File: src/rtl/traffic_pkg.sv
// traffic_pkg: shared light encodings, default load counts and checker error codes
package traffic_pkg;
  typedef enum logic [1:0] {RED = 2'd0, GREEN = 2'd1, YELLOW = 2'd2, ILLEGAL = 2'd3} light_t;
  typedef enum logic {SYNC = 1'b0, TRACK = 1'b1} chk_state_t;
  typedef enum logic [1:0] {ERR_NONE = 2'd0, ERR_ILLEGAL = 2'd1, ERR_STATE = 2'd2, ERR_COUNT = 2'd3} err_code_t;
  localparam int DEF_RED_COUNT = 3;
  localparam int DEF_GREEN_COUNT = 4;
  localparam int DEF_YELLOW_COUNT = 2;
  function automatic light_t next_light(input light_t s);
    return s == RED ? GREEN : s == GREEN ? YELLOW : RED;
  endfunction
endpackage

File: src/rtl/traffic_next_expect.sv
// traffic_next_expect: combinational successor of a (light, countdown) pair
module traffic_next_expect import traffic_pkg::*; #(
  parameter int RED_COUNT = DEF_RED_COUNT,
  parameter int GREEN_COUNT = DEF_GREEN_COUNT,
  parameter int YELLOW_COUNT = DEF_YELLOW_COUNT
) (
  input  light_t     cur_state,
  input  logic [3:0] cur_count,
  output light_t     nxt_state,
  output logic [3:0] nxt_count
);
  light_t succ;
  logic [3:0] succ_load;
  always_comb begin
    succ = next_light(cur_state);
    succ_load = succ == RED ? 4'(RED_COUNT) : succ == GREEN ? 4'(GREEN_COUNT) : 4'(YELLOW_COUNT);
    nxt_state = cur_count != 4'd0 ? cur_state : succ;
    nxt_count = cur_count != 4'd0 ? cur_count - 4'd1 : succ_load;
  end
endmodule

File: config.mk
export PLATFORM = sky130hd
export DESIGN_NAME = traffic_next_expect
export DESIGN_NICKNAME = d
export VERILOG_FILES = /design/src/rtl/traffic_pkg.sv /design/src/rtl/traffic_next_expect.sv
export SDC_FILE = /design/constraint.sdc
export NUM_CORES = 1
export LEC_CHECK = 0
export ABC_AREA = 1
export CAP_MARGIN = 20
export CORE_AREA = 4 4 41 43
export DETAILED_ROUTE_END_ITERATION = 10
export DIE_AREA = 0 0 45 47
export SLEW_MARGIN = 30
export SYNTH_ARGS = -nofsm -noshare
export SYNTH_HDL_FRONTEND = slang
export SYNTH_SLANG_ARGS = --single-unit
File: constraint.sdc
create_clock -name vclk -period 1.2
set_input_delay 0.24 -clock vclk [all_inputs]
set_output_delay 0.24 -clock vclk [all_outputs]
set_load 0.005 [all_outputs]
==> impl_metrics.ini <==
[timing]
worst_slack_ns = -0.01960
worst_slew_pin_slew_ns = 0.1468
grt_setup_unrepaired = true
finalCritPeriodShare = 1.016
period_needed_ns = 1.220
finalMaxSlewViolations = 0
max_freq_ghz = 0.8199
relSlewSlack = 0.9019
hold_violations = 0
setup_violations = 2

[status]
status = finished with violations
violations = negative setup slack

[synth]
syn_area_um2 = 155.1
synth_top_family_by_area = simple AND/OR/NAND/NOR gates
yosys_warnings = 0
synth_top_area_frac = 0.3629
yosys.area_share.simple = 0.5968
synth_top_cell_by_area = nand2_1
synthMuxAreaShare = 0
ys_seq_area_frac = 0
yosysUniqueCellTypes = 12
synth-xor-area-share = 0
syn_area_per_cell_um2 = 4.701
synthAdderAreaFrac = 0.08065
syn-num-nets = 40
synth_top_cells_by_area = nand2_1 36%, inv_1 15%, ha_1 8.1%
synth_compound_area_frac = 0.1532
syn_inst = 33

[finish]
seq_area_um2 = 0
post-route-util = 0.2567
nClkBuffers = 0
area_growth_pct = 115.3
nFlopsAndLatches = 0
fillers = 171
num_antenna_cells = 0
final_nets = 59
drive_gt1_frac = 0.5800

[global_route]
first_global_vias = 220
grt_pass1_wl_um = 869
grt_max_degree = 6
grt_antenna_before_repair = 0
overflow = 0
grt_usage = 0.05271

[detailed_routing]
drt_wl_total_um = 500
postRouteAntennaNets = 0
dr.first_iter.drc_count = 2
vias = 244
drc = 0
drtPass1Iterations = 3
wire_per_inst_um = 7.692
viasPerCell = 3.754

[placed_design]
port_buffers = 12
place_congestion = 0.6930
hpwl_um = 346.7

[critical_path]
cp.required_ns = 0.96
arrival_ns = 0.98
critPathMaxFanout = 4
path_class = in2out
cp_slowest_stage_delay_ns = 0.15
end_kind = output pin
cp_cell_sequence = buf_6 -> inv_4 -> ha_4 -> buf_4 -> nand2_4 -> inv_2 -> nand2_2 -> nand2_1 -> buf_2
cp-startpoint = cur_count[0]
start_kind = input port
slowest_stage = ha_4

[floorplan]
core_area_mm2 = 0.001301
die-height_um = 47
dieArea_mm2 = 0.002115
ios = 12
die_x_um = 45
initial_core_util = 0.1192
fp-row-count = 13

[power]
vdd_drop_max_uv = 104.5
power_leakage_nw = 0.2044
power_mw = 0.1100
power-per-cell-area_mw_per_mm2 = 329.2

[cts]
cts_hold_buf = 0

[hold_path]
hp-class = in2out
hp-start = cur_count[0]

[run]
cap_violations = 0
==> metrics by stage <==
step	hold WS (ns)	setup WS, ns	std cells	cell area, um2	TNS, ns
floorplan	0.5757	0.1571	33	155.1	0
global placement	1.490	-0.8569	61	301.5	-5.013
detailed placement	1.491	-0.8631	61	301.5	-5.087
CTS	0.7965	-0.03958	63	310.3	-0.03958
global route	0.8313	-0.06156	65	334.1	-0.2362
finish	0.8030	-0.01960	65	334.1	-0.03510
==> report_power, final <==
| part | switching (mW) | leakage [nW] | internal, mW |
|---|---|---|---|
| logic | 0.0546 | 0.204 | 0.0554 |
| registers | 0 | 0 | 0 |
| clock network | 0 | 0 | 0 |
| total | 0.0546 | 0.204 | 0.0554 |
==> worst max-delay path: cells and delay by family <==
family,cells,cell delay (ns)
buffers and inverters,5,0.41
AND/OR/NAND/NOR,3,0.19
adder cells (fa/ha/maj),1,0.15
==> cell families (layout without fill, tap and decap cells) <==
kind of cell	count (synthesis)	after routing
simple gates	21	22
buf+inv	7	23
compound gates	4	4
fa+ha+maj	1	1
==> metal layers <==
layer,part of all wire,track usage
met5,0,0
met4,0,0
met3,0.074,0
met2,0.47,0.09887
met1,0.45,0.07191
==> cells in the final DEF, fill, tap and decap left out <==
master	n
nand2_1	14
buf_2	8
inv_2	3
buf_6	3
buf_4	3
nand2_4	2
nand2_2	2
inv_4	2
inv_1	2
o21ai_2	2
dlygate4sd2_1	2
nor2_4	1
nor2_2	1
o21ai_1	1
a21oi_2	1
nor2_1	1
nand3_1	1
ha_4	1
==> final cells by class <==
| class | instances | area, um2 | area share |
|---|---|---|---|
| multi-input cells | 27 | 170.2 | 0.5094 |
| well taps | 15 | 18.77 | 0.05618 |
| inverters | 7 | 31.28 | 0.09363 |
| repair buffers | 16 | 113.9 | 0.3408 |
==> what timing repair did <==
item,4_1_cts,5_1_grt
pin swaps,8,1
endpoints found under the setup margin,6,3
gates resized for setup,54,4
gates cloned,1,0
buffers inserted,1,2
==> final timing paths <==
check	cells past startpoint	slack [ns]	endpoint
hold / removal	5	0.80	nxt_count[3]
setup / recovery	9	-0.02	nxt_count[2]
==> synth_stat cells <==
library cell  count
ha_1              1
inv_2             1
nor2_1            2
nand2_1          15
nand2_2           1
o21ai_1           2
nand2_4           1
nand3_1           1
o21ai_2           1
nor2_2            1
a21oi_1           1
inv_1             6
Power figures use the tool's default switching activity.
